<file path="config.mk">
export PLATFORM = sky130hd
export DESIGN_NAME = shift_reg_universal_flat
export DESIGN_NICKNAME = d
export VERILOG_FILES = /design/src/rtl/shift_reg_universal_if.sv /design/src/rtl/shift_reg_universal.sv /design/src/flat_wrapper.sv
export SDC_FILE = /design/constraint.sdc
export NUM_CORES = 1
export LEC_CHECK = 0
export CAP_MARGIN = 20
export CORE_MARGIN = 2
export CORE_UTILIZATION = 31
export CTS_CLUSTER_SIZE = 24
export DETAILED_ROUTE_END_ITERATION = 6
export SLEW_MARGIN = 40
export SYNTH_ARGS = -nofsm -noshare
export SYNTH_HDL_FRONTEND = slang
export SYNTH_SLANG_ARGS = --single-unit
</file>
<file path="constraint.sdc">
create_clock -name clk -period 1.81 [get_ports clk]
set_input_delay 0.362 -clock clk [delete_from_list [all_inputs] [get_ports clk]]
set_output_delay 0.362 -clock clk [all_outputs]
set_load 0.1 [all_outputs]
</file>
<file path="src/rtl/shift_reg_universal_if.sv">
// Bus bundle for shift_reg_universal: mode/data inputs, register contents and sequencer status.
// Optional flag signals carry and zero exist only when SHREG_FLAGS_EN is defined.
interface shift_reg_universal_if #(
    parameter int WIDTH = 8,
    parameter int AMT_W = 4
);
    // Handshake: start is sampled only while busy is low; a sequenced op then holds busy
    // high for amt cycles and signals completion with a one-cycle done pulse (amt=0 gives
    // done on the next cycle with busy never rising). start may be re-asserted in the done cycle.
    logic [2:0]       op;
    logic             start;
    logic [AMT_W-1:0] amt;
    logic [WIDTH-1:0] p;
    logic             sil;
    logic             sir;
    logic [WIDTH-1:0] q;
    logic             busy;
    logic             done;
    logic             state_dbg;
`ifdef SHREG_FLAGS_EN
    logic             carry;
    logic             zero;
`endif

    modport master (
        output op, start, amt, p, sil, sir,
        input  q, busy, done, state_dbg
`ifdef SHREG_FLAGS_EN
        , input carry, zero
`endif
    );

    modport slave (
        input  op, start, amt, p, sil, sir,
        output q, busy, done, state_dbg
`ifdef SHREG_FLAGS_EN
        , output carry, zero
`endif
    );
endinterface

</file>
<file path="src/rtl/shift_reg_universal.sv">
// WIDTH-bit universal shift register: 194-style single-step modes plus sequenced LSR/LSL/ASR/ROR,
// one bit per clock. Defining SHREG_FLAGS_EN adds the carry and zero flag outputs.
module shift_reg_universal #(
    parameter int WIDTH = 8,
    parameter int AMT_W = 4
) (
    input logic                  clk,
    input logic                  clear,
    shift_reg_universal_if.slave bus
);
    typedef enum logic {IDLE = 1'b0, RUN = 1'b1} state_t;

    state_t           state_q, state_d;
    logic [AMT_W-1:0] count_q, count_d;
    logic [1:0]       op_q, op_d;
    logic [WIDTH-1:0] q_q, q_d;
    logic             done_q, done_d;
`ifdef SHREG_FLAGS_EN
    logic             carry_q, carry_d;
`endif

    always_ff @(posedge clk) begin
        if (clear) begin
            state_q <= IDLE;
            count_q <= '0;
            op_q    <= '0;
            q_q     <= '0;
            done_q  <= 1'b0;
`ifdef SHREG_FLAGS_EN
            carry_q <= 1'b0;
`endif
        end else begin
            state_q <= state_d;
            count_q <= count_d;
            op_q    <= op_d;
            q_q     <= q_d;
            done_q  <= done_d;
`ifdef SHREG_FLAGS_EN
            carry_q <= carry_d;
`endif
        end
    end

    always_comb begin
        state_d = state_q;
        count_d = count_q;
        op_d    = op_q;
        q_d     = q_q;
        done_d  = 1'b0;
`ifdef SHREG_FLAGS_EN
        carry_d = carry_q;
`endif
        case (state_q)
            IDLE: begin
                if (!bus.op[2]) begin
                    // Legacy 194 modes act on every edge and ignore start/amt.
                    case (bus.op[1:0])
                        2'b01: begin
                            q_d = {bus.sir, q_q[WIDTH-1:1]};
`ifdef SHREG_FLAGS_EN
                            carry_d = q_q[0];
`endif
                        end
                        2'b10: begin
                            q_d = {q_q[WIDTH-2:0], bus.sil};
`ifdef SHREG_FLAGS_EN
                            carry_d = q_q[WIDTH-1];
`endif
                        end
                        2'b11:   q_d = bus.p;
                        default: q_d = q_q;
                    endcase
                end else if (bus.start) begin
                    op_d = bus.op[1:0];
                    if (bus.amt == '0) begin
                        done_d = 1'b1;
                    end else begin
                        state_d = RUN;
                        count_d = bus.amt;
                    end
                end
            end
            RUN: begin
                // op_q holds op[1:0] of the latched sequenced op: 00 LSR, 01 LSL, 10 ASR, 11 ROR.
                case (op_q)
                    2'b00:   q_d = {1'b0, q_q[WIDTH-1:1]};
                    2'b01:   q_d = {q_q[WIDTH-2:0], 1'b0};
                    2'b10:   q_d = {q_q[WIDTH-1], q_q[WIDTH-1:1]};
                    default: q_d = {q_q[0], q_q[WIDTH-1:1]};
                endcase
`ifdef SHREG_FLAGS_EN
                carry_d = (op_q == 2'b01) ? q_q[WIDTH-1] : q_q[0];
`endif
                count_d = count_q - 1'b1;
                if (count_q == AMT_W'(1)) begin
                    state_d = IDLE;
                    done_d  = 1'b1;
                end
            end
            default: state_d = IDLE;
        endcase
    end

    assign bus.q         = q_q;
    assign bus.busy      = (state_q == RUN);
    assign bus.done      = done_q;
    assign bus.state_dbg = (state_q == RUN);
`ifdef SHREG_FLAGS_EN
    assign bus.carry     = carry_q;
    assign bus.zero      = (q_q == '0);
`endif
endmodule
</file>
<file path="src/flat_wrapper.sv">
// flat-port wrapper written by rule: the top's interface ports become plain ports
module shift_reg_universal_flat 
#(
    parameter int WIDTH = 8,
    parameter int AMT_W = 4
)
  (clk, clear, bus_op, bus_start, bus_amt, bus_p, bus_sil, bus_sir, bus_q, bus_busy, bus_done, bus_state_dbg);
  shift_reg_universal_if #(.WIDTH(WIDTH), .AMT_W(AMT_W)) bus_i ();
  input logic clk;
  input logic clear;
  input wire logic [$bits(bus_i.op)-1:0] bus_op;
  input wire logic [$bits(bus_i.start)-1:0] bus_start;
  input wire logic [$bits(bus_i.amt)-1:0] bus_amt;
  input wire logic [$bits(bus_i.p)-1:0] bus_p;
  input wire logic [$bits(bus_i.sil)-1:0] bus_sil;
  input wire logic [$bits(bus_i.sir)-1:0] bus_sir;
  output wire logic [$bits(bus_i.q)-1:0] bus_q;
  output wire logic [$bits(bus_i.busy)-1:0] bus_busy;
  output wire logic [$bits(bus_i.done)-1:0] bus_done;
  output wire logic [$bits(bus_i.state_dbg)-1:0] bus_state_dbg;
  assign bus_i.op = bus_op;
  assign bus_i.start = bus_start;
  assign bus_i.amt = bus_amt;
  assign bus_i.p = bus_p;
  assign bus_i.sil = bus_sil;
  assign bus_i.sir = bus_sir;
  assign bus_q = bus_i.q;
  assign bus_busy = bus_i.busy;
  assign bus_done = bus_i.done;
  assign bus_state_dbg = bus_i.state_dbg;
  shift_reg_universal #(.WIDTH(WIDTH), .AMT_W(AMT_W)) u_core (.clk(clk), .clear(clear), .bus(bus_i));
endmodule
</file>
After elaboration in Yosys (flattened, before gate mapping)

Index checks and enable logic that the tools add are counted.

Eq/ne operators: 12
$add $sub $neg: 1
Bitwise gates (word level): 1
Mux-type cells: 18
Reductions and logical operators: 6

Operators with widths:

| cell                                                | count |
|---|---|
| case mux 8 bit (3 select lines)                     | 2 |
| case mux 8 bit (2 select lines)                     | 1 |
| two-way mux 4 bit                                   | 3 |
| != test 2 bit, second input constant                | 5 |
| AND reduction 3 bit                                 | 3 |
| two-way mux 1 bit                                   | 8 |
| two-way mux 8 bit                                   | 1 |
| case mux 4 bit (2 select lines)                     | 1 |
| equality test 2 bit, second input constant          | 3 |
| equality test 2 x 1 -> 1 bit, second input constant | 2 |
| equality test 4 x 1 -> 1 bit, second input constant | 1 |
| zero test 4 bit                                     | 1 |
| != test 4 bit, second input constant                | 1 |
| case mux 1 bit (2 select lines)                     | 2 |
| subtractor 4 x 1 -> 4 bit, second input constant    | 1 |
| zero test 2 bit                                     | 1 |
| AND reduction 2 bit                                 | 1 |
| inverter 1 bit                                      | 1 |

Bits in registers: 16
Logic and storage cells: 44
Bits of input ports: 20
Output and inout port bits: 11

Depth between registers and ports, before layout

Gate-level depths: netlist (run 1).

Depth in word-level cells: 5
Mapped depth: 6
Gate-level depth less buffers: 6

Least setup slack after synthesis (run 1)

OpenSTA, ideal clock, no wires.

Path type: register to register
From: register u_core.state_q (netlist: u_core.bus.busy)
To: register u_core.q_q[7] (netlist: u_core.bus.q[7])
Arrival: 1.722 ns
Setup slack: -0.048 ns
Clock period less this slack: 1.858 ns
Required time: 1.674 ns
Buffers on the path: 2
Cell stages (with the launch flop): 6
Setup time: 0.136 ns
Cells stage by stage: dfxtp_1 -> buf_2 -> buf_2 -> nand3b_1 -> a21oi_1 -> a311oi_1

Cells in the longest elaborated chain, start to end: 3
Elaborated cells between the ends (all ways): 6
Those cells by class: 3 x eq/ne; 1 x mux; 1 x bitwise; 1 x reduce/logical

Ends and longest elaborated chain:

| element                                                         | RTL line                  | text |
|---|---|---|
| start: declaration                                              | shift_reg_universal.sv:13 | `state_t state_q, state_d;` |
| start signal: assignment                                        | shift_reg_universal.sv:33 | `state_q <= state_d;` |
| inverter 1 bit (no source line)                                 | -                         |  |
| != test 4 bit (no source line) or != test 2 bit (tied branches) | -                         |  |
| AND reduction 3 bit (no source line)                            | -                         |  |
| end signal: assignment                                          | shift_reg_universal.sv:36 | `q_q <= q_d;` |
| end: declaration                                                | shift_reg_universal.sv:16 | `logic [WIDTH-1:0] q_q, q_d;` |

Parallel ways exist; a longest one is shown, timed or not.
A chain may end at the register's enable or synchronous reset.

Worst setup path in the final report (run 1)

From: input port bus_op[1]
To: register u_core.q_q[7] (netlist: u_core.bus.q[7])

Cells in the longest elaborated chain, start to end: 4
Elaborated cells between the ends (all ways): 8
Those cells by class: 4 x eq/ne; 3 x mux; 1 x reduce/logical

Ends and longest elaborated chain:

| element                                                             | RTL line                  | text |
|---|---|---|
| start: declaration                                                  | flat_wrapper.sv:11        | `input wire logic [$bits(bus_i.op)-1:0] bus_op;` |
| equality test 2 bit or equality test 2 x 1 -> 1 bit (tied branches) | shift_reg_universal.sv:57 | `case (bus.op[1:0])` |
| case mux 8 bit (3 select lines)                                     | shift_reg_universal.sv:57 |  |
| two-way mux 8 bit                                                   | shift_reg_universal.sv:55 | `if (!bus.op[2]) begin` |
| case mux 8 bit (2 select lines)                                     | shift_reg_universal.sv:53 | `case (state_q)` |

Parallel ways exist; a longest one is shown, timed or not. The select of a mux whose other input is x is not followed.

==> results_dict.tcl, run 1 <==
set metrics [dict create \
    ys_ff_latch 16 \
    min-delay-path-class "reg -> reg" \
    timing_worst_slew_pin_value_ns 0.574 \
    adder_cell_share_of_the_synthesized_area 0.0558 \
    syn_inst 143 \
    io_buffers 30 \
    insertedDiodeCount 0 \
    post-route-period-util 0.954 \
    timing.hold.ws_ns 0.537 \
    cts_buffer_depth 2 \
    fp.dieW_um 64.1 \
    pnr_total_power_mw 1.25 \
    slew_violations 0 \
    drt.antenna.violating_nets 0 \
    finalCoreUtilization 0.488 \
    die_area_um2 4110 \
    timing.hold.worst_path_depth 2 \
    timing.hold.worst_endpoint "u_core.count_q[3]$_SDFFE_PP0P_" \
    fin_nets 202 \
    cp_max_fo 5 \
    worst_setup_hold_path_clk_slew_ns 0.10 \
    worst-r2r-setup-slack_ns 0.40 \
    synthDominantCellAreaShare 0.286 \
    cts_hold_repair.buffers 0 \
    timing.final.hold_violations 0 \
    fp-row-count 21 \
    cts.root.buffer_cell "sky130_fd_sc_hd__clkbuf_4" \
    clk-insertion-delay-late_ns 0.28 \
    grt_start_max_net_pins 29 \
    setup.worst_path.start "bus_op[1]" \
    cp-start-kind "input port" \
    cts_sinks 16 \
    antenna_found_initial 0 \
    netlist_area_um2 1120 \
    routed_wl_um 3080 \
    global_route.usage.total 0.147 \
    muxShareOfSynthArea 0.0536 \
    routed_via_density 5.29 \
    detail_route.first_pass.iterations 4 \
    drt_iter0_markers 32 \
    cpPeakStageDelay_ns 0.55 \
    die_y_um 64.1 \
    netlist_top_cells_area "sky130_fd_sc_hd__dfxtp_1 29%, sky130_fd_sc_hd__o21ai_0 8.0%, sky130_fd_sc_hd__a21oi_1 5.8%" \
    setup_tns_ns 0 \
    cts-htree-levels 1 \
    routedWlPerCell_um 13.9 \
    cellLeakagePower_nw 0.633 \
    cts_tree "yes" \
    critical_path_cell_list "clkdlybuf4s50_1 > ha_1 > nor2b_2 > o21bai_4 > a21oi_1 > a311oi_1" \
    cpMaxStageDelayCell "sky130_fd_sc_hd__clkdlybuf4s50_1" \
    setup_viol_count_final 0 \
    layout-drive-gt1-share 0.170 \
    crit-reg2reg-capture "u_core.bus.q[7]$_SDFFE_PP0P_" \
    grt_overflow_total 0 \
    regToRegStartpoint "u_core.bus.busy$_SDFF_PP0_" \
    drc_errors 0 \
    synth_compound_gate_area_share 0.336 \
    timing.critical_path.max_delay_family "buffers and inverters" \
    layout_min_cycle_time_ns 1.73 \
    reg2regPathDepth 3 \
    first_global_vias 1129 \
    filler_cell_count 337 \
    ys_warn_count 0 \
    syn_avg_cell_area_um2 7.84 \
    place_congestion 0.825 \
    end_kind "register" \
    max-vdd-ir-drop_v 0.000307 \
    synthesis.nets 168 \
    cts_made_buffers 3 \
    grt_pass1_wl_um 4890 \
    fin_worst_skew_ns 0.000467 \
    main_combinational_cell_family_by_area_after_synthesis "compound AO/OA/AOI/OAI gates" \
    area_growth_syn_to_layout_pct 48.7 \
    yosysTopAreaCell "sky130_fd_sc_hd__dfxtp_1" \
    ioPinCount 31 \
    status "completed" \
    yosys.cell_types.count 32 \
    cp.arrival_ns 1.92 \
    power-per-cell-area_nw_per_um2 749 \
    synthXorXnorAreaFrac 0 \
    post-cts-setup-buffer-count 0 \
    timing.slew.headroom 0.617 \
    coreArea_um2 3420 \
    criticalPathCategory "in -> reg" \
    synth_simple_gate_area_share 0.186 \
    post-route-cell-area_um2 1670 \
    dpl_cell_area_um2 1600 \
    initial_utilization 0.328 \
    worst_hold_startpoint "u_core.count_q[3]$_SDFFE_PP0P_" \
    synth_sequential_area_ratio 0.286 \
    cp.required_ns 2.00 \
    drv_cap 0 \
    fmaxAchievable_ghz 0.579 \
    vias 1174 \
    cp_num_buf_inv 1 \
    dp.final_hpwl_um 2270 \
]
-- how the worst max path moves through the flow --
| stage | to | cells after the start |
|---|---|---|
| after global placement | u_core.bus.q[1]$_SDFFE_PP0P_ | 6 |
| final | u_core.bus.q[7]$_SDFFE_PP0P_ | 6 |
| after detailed placement | u_core.bus.q[4]$_SDFFE_PP0P_ | 6 |
| after floorplan | u_core.bus.q[7]$_SDFFE_PP0P_ | 4 |
| after CTS | u_core.bus.q[7]$_SDFFE_PP0P_ | 7 |
| after global routing | u_core.bus.q[7]$_SDFFE_PP0P_ | 6 |
-- cell families (layout without fill, tap and decap cells) --
family,count (synthesis),in the layout
muxes,6,6
AOI/OAI and AO/OA,57,58
and+or+nand+nor,40,40
adders and majority gates,5,5
buffers and inverters,19,51
DFF,16,16
-- cell usage after synthesis, drive strengths merged --
cell,number
o21ai,18
dfxtp,16
nand2,15
a21oi,13
inv,9
a211oi,7
buf,6
mux2i,6
nand3,6
nor3,6
o2bb2ai,6
ha,5
clkbuf,4
nor2b,4
a31oi,3
nand3b,3
nor2,3
a221oi,1
a22oi,1
a311o,1
a311oi,1
a32oi,1
and2,1
nand2b,1
nor4,1
o211a,1
o211ai,1
o21a,1
o21ba,1
o21bai,1
-- flip-flops by register name, indices dropped and copies added, names as in the netlist --
name,cells
u_core.bus.busy,1
u_core.bus.done,1
u_core.bus.q,8
u_core.count_q,4
u_core.op_q,2
-- metal layers --
layer	wire length (um)	global-route usage	vias up
met5	0	0	-
met4	44	0.0585	0
met3	149	0.0229	6
met2	1520	0.258	30
met1	1360	0.178	547
li1	-	-	591
-- worst reg2reg max path: cells and delay by family, from the launching register on --
kind	cells	cell delay (ns)
AOI/OAI and AO/OA	3	0.62
DFF	1	0.71
-- report_power, final --
| group | internal [mW] | switching [mW] | leakage [nW] |
|---|---|---|---|
| sequential | 0.387 | 0.0677 | 0.132 |
| combinational | 0.233 | 0.323 | 0.479 |
| clock | 0.122 | 0.115 | 0.0210 |
-- cell type report --
cell class / instances / area [um2] / share of cell area
Tap cell: 46 / 57.6 / 0.0345
Inverter: 9 / 33.8 / 0.0203
Clock buffer: 4 / 36.3 / 0.0218
Timing Repair Buffer: 38 / 483 / 0.290
Sequential cell: 16 / 322 / 0.193
Multi-Input combinational cell: 109 / 734 / 0.441
-- timing repair --
action                                  4_1_cts  5_1_grt
gates cloned                                  0        1
endpoints found under the setup margin        1        1
gates resized for setup                       1        2
pin swaps                                     0        1
-- layout by cell type, fill, tap and decap left out, types with 2 or more instances in the layout --
cell type | netlist | routed
sky130_fd_sc_hd__nor2b_1 | 4 | 3
sky130_fd_sc_hd__nand3b_1 | 3 | 3
sky130_fd_sc_hd__mux2i_1 | 6 | 6
sky130_fd_sc_hd__nand2_1 | 15 | 15
sky130_fd_sc_hd__clkbuf_4 | 0 | 3
sky130_fd_sc_hd__a31oi_1 | 3 | 3
sky130_fd_sc_hd__a211oi_1 | 7 | 7
sky130_fd_sc_hd__clkdlybuf4s50_1 | 0 | 19
sky130_fd_sc_hd__ha_1 | 5 | 5
sky130_fd_sc_hd__nor3_1 | 6 | 5
sky130_fd_sc_hd__buf_12 | 0 | 12
sky130_fd_sc_hd__o21bai_4 | 1 | 2
sky130_fd_sc_hd__a21oi_1 | 13 | 13
sky130_fd_sc_hd__inv_1 | 9 | 9
sky130_fd_sc_hd__buf_4 | 3 | 7
sky130_fd_sc_hd__nand3_1 | 6 | 6
sky130_fd_sc_hd__dfxtp_1 | 16 | 15
sky130_fd_sc_hd__o21ai_0 | 18 | 18
sky130_fd_sc_hd__o2bb2ai_1 | 6 | 6
sky130_fd_sc_hd__nor2_1 | 3 | 3
-- through the flow --
stage / setup slack [ns] / instances
floorplan: 0.104 / 143
global placement: -0.272 / 217
detailed placement: -0.334 / 217
CTS: 0.0621 / 221
global route: -0.00387 / 222
finish: 0.0838 / 222
Note: power is estimated with default switching activity, not from simulation.
==> inputs of run 2 (changes only) <==
--- a/config.mk
+++ b/config.mk
@@ -5,6 +5,7 @@
 export SDC_FILE = /design/constraint.sdc
 export NUM_CORES = 1
 export LEC_CHECK = 0
+export ABC_CLOCK_PERIOD_IN_PS = 1810
 export CAP_MARGIN = 20
 export CORE_MARGIN = 2
 export CORE_UTILIZATION = 31
==> results of run 2 <==
Final layout, timing and power as in run 1 (identical DEF).
==> inputs of run 3 (changes only) <==
--- a/config.mk
+++ b/config.mk
@@ -7,10 +7,11 @@
 export LEC_CHECK = 0
 export ABC_CLOCK_PERIOD_IN_PS = 1810
 export CAP_MARGIN = 20
-export CORE_MARGIN = 2
+export CORE_MARGIN = 4
 export CORE_UTILIZATION = 31
 export CTS_CLUSTER_SIZE = 24
 export DETAILED_ROUTE_END_ITERATION = 6
+export REMOVE_ABC_BUFFERS = 1
 export SLEW_MARGIN = 40
 export SYNTH_ARGS = -nofsm -noshare
 export SYNTH_HDL_FRONTEND = slang
==> results_dict.tcl, run 3 (same netlist as run 1, synthesis figures left out) <==
set metrics [dict create \
    post-route-period-util 0.945 \
    routedWlPerCell_um 13.1 \
    routed_via_density 5.18 \
    io_buffers 30 \
    grt_pass1_wl_um 4800 \
    drc_errors 0 \
    end_kind "register" \
    layout_min_cycle_time_ns 1.71 \
    insertedDiodeCount 0 \
    fin_nets 202 \
    drv_cap 0 \
    post-route-worst-setup-slack_ns 0.0999 \
    largest_register_ff_count 8 \
    cp.required_ns 2.01 \
    status "completed" \
    post-cts-setup-buffer-count 0 \
    fin_worst_skew_ns 0.00506 \
    crit-reg2reg-capture "u_core.bus.q[2]$_SDFFE_PP0P_" \
    setup.worst_path.start "bus_op[0]" \
    die_area_um2 4640 \
    cp.arrival_ns 1.91 \
    pnr_total_power_mw 1.24 \
    cellLeakagePower_nw 0.631 \
    power-per-cell-area_nw_per_um2 749 \
    netSwitchingFraction 0.402 \
    first_global_vias 1124 \
    detailedPlace.worstSlack_ns -0.306 \
    timing.final.hold_violations 0 \
    clk-insertion-delay-late_ns 0.29 \
    vias 1151 \
    cp-start-kind "input port" \
    cts_buffer_depth 2 \
    ioPinCount 31 \
    finalCoreUtilization 0.484 \
    power.clock.fraction 0.193 \
    setup_viol_count_final 0 \
    drt_iter0_markers 49 \
    area_growth_syn_to_layout_pct 47.4 \
    cts.root.buffer_cell "sky130_fd_sc_hd__clkbuf_4" \
    min-delay-path-class "reg -> reg" \
    initial_utilization 0.328 \
    timing_worst_slew_pin_value_ns 0.409 \
    cts_sinks 16 \
    power.sequential.fraction 0.363 \
    p_int_uw 740 \
    cts_hold_repair.buffers 0 \
    dp.final_hpwl_um 2250 \
    cts-htree-levels 1 \
    cts_tree "yes" \
    die_y_um 68.1 \
    fp-row-count 21 \
    reg2regPathDepth 4 \
    criticalPathCategory "in -> reg" \
    worst_setup_hold_path_clk_slew_ns 0.10 \
    fp.dieW_um 68.1 \
    worst-r2r-setup-slack_ns 0.46 \
    slew_violations 0 \
    detail_route.first_pass.iterations 4 \
    cts_made_buffers 3 \
    routed_wl_um 2910 \
    layout_commonest_cell "sky130_fd_sc_hd__clkdlybuf4s50_1" \
    antenna_found_initial 0 \
    timing.slew.headroom 0.727 \
    global_route.usage.total 0.134 \
    p_switching_uw 498 \
    place_congestion 0.859 \
    cp_max_fo 10 \
    max-vdd-ir-drop_v 0.000338 \
    most_frequent_cells_in_the_layout "19 x sky130_fd_sc_hd__clkdlybuf4s50_1, 18 x sky130_fd_sc_hd__o21ai_0, 15 x sky130_fd_sc_hd__nand2_1, 15 x sky130_fd_sc_hd__dfxtp_1, 13 x sky130_fd_sc_hd__a21oi_1" \
    rsz0062_at_grt "no" \
    drt.antenna.violating_nets 0 \
    coreArea_um2 3420 \
    fmaxAchievable_ghz 0.585 \
    worst_setup_path_endpoint "u_core.bus.q[1]$_SDFFE_PP0P_" \
    regToRegStartpoint "u_core.op_q[1]$_SDFFE_PP0P_" \
    grt_start_max_net_pins 20 \
    grt_overflow_total 0 \
    combinationalPowerShare 0.444 \
    layout-drive-gt1-share 0.165 \
]
## run 3: cell count changes in the layout (fill, tap and decap cells not counted), sizes merged
| cell | change |
|---|---|
| buf | +1 |
| o21bai | -1 |
## run 3: critical path, stage by stage
cell	delay, ns
sky130_fd_sc_hd__clkdlybuf4s50_1	0.47
sky130_fd_sc_hd__inv_1	0.05
sky130_fd_sc_hd__ha_1	0.27
sky130_fd_sc_hd__nor2b_1	0.17
sky130_fd_sc_hd__o21bai_4	0.25
sky130_fd_sc_hd__o2bb2ai_1	0.11
sky130_fd_sc_hd__a211oi_1	0.22
## run 3: power by group through the flow
| stage | combinational, mW | clock [mW] | sequential [mW] |
|---|---|---|---|
| finish | 0.550 | 0.239 | 0.449 |
| global route | 0.585 | 0.261 | 0.457 |
| CTS | 0.553 | 0.248 | 0.449 |
| detailed placement | 0.550 | 0 | 0.457 |
| global placement | 0.543 | 0 | 0.455 |
| floorplan | 0.159 | 0 | 0.613 |
## run 3: area by class of cell
type | count | area (um2)
multi-input combinational | 108 | 713
fill | 328 | 1760
sequential | 16 | 322
tap | 46 | 57.6
clock buffer | 4 | 36.3
inverter | 9 | 33.8
timing repair buffer | 39 | 490
## run 3: stage by stage
step           cells  setup TNS (ns)  area [um2]  hold WS [ns]
4_1_cts          222               0        1650         0.520
3_5_place_dp     218           -2.06        1610         0.506
6_report         222               0        1650         0.519
2_1_floorplan    133          -14.67        1060         0.431
3_3_place_gp     218           -1.99        1610         0.497
5_1_grt          222               0        1650         0.567
## run 3: worst min-delay path by stage
stage                                         startpoint                        endpoint  slack [ns]  cells after the start
after global placement       u_core.op_q[0]$_SDFFE_PP0P_     u_core.op_q[0]$_SDFFE_PP0P_        0.50                      2
final                        u_core.op_q[0]$_SDFFE_PP0P_     u_core.op_q[0]$_SDFFE_PP0P_        0.52                      2
after global routing      u_core.count_q[1]$_SDFFE_PP0P_  u_core.count_q[1]$_SDFFE_PP0P_        0.57                      2
after detailed placement     u_core.op_q[0]$_SDFFE_PP0P_     u_core.op_q[0]$_SDFFE_PP0P_        0.51                      2
after floorplan                                    clear     u_core.op_q[0]$_SDFFE_PP0P_        0.43                      1
after CTS                    u_core.op_q[0]$_SDFFE_PP0P_     u_core.op_q[0]$_SDFFE_PP0P_        0.52                      2
## run 3: routing by layer
layer	share of wire	vias up	GRT usage
li1	-	587	-
met1	0.46	539	0.168
met2	0.49	25	0.229
met3	0.050	0	0.0279
met4	0	0	0.0447
met5	0	-	0
## run 3: timing repair
| action | CTS | global route |
|---|---|---|
| endpoints found under the setup margin | 2 | 6 |
| pin swaps | 0 | 0 |
| gates resized for setup | 1 | 1 |
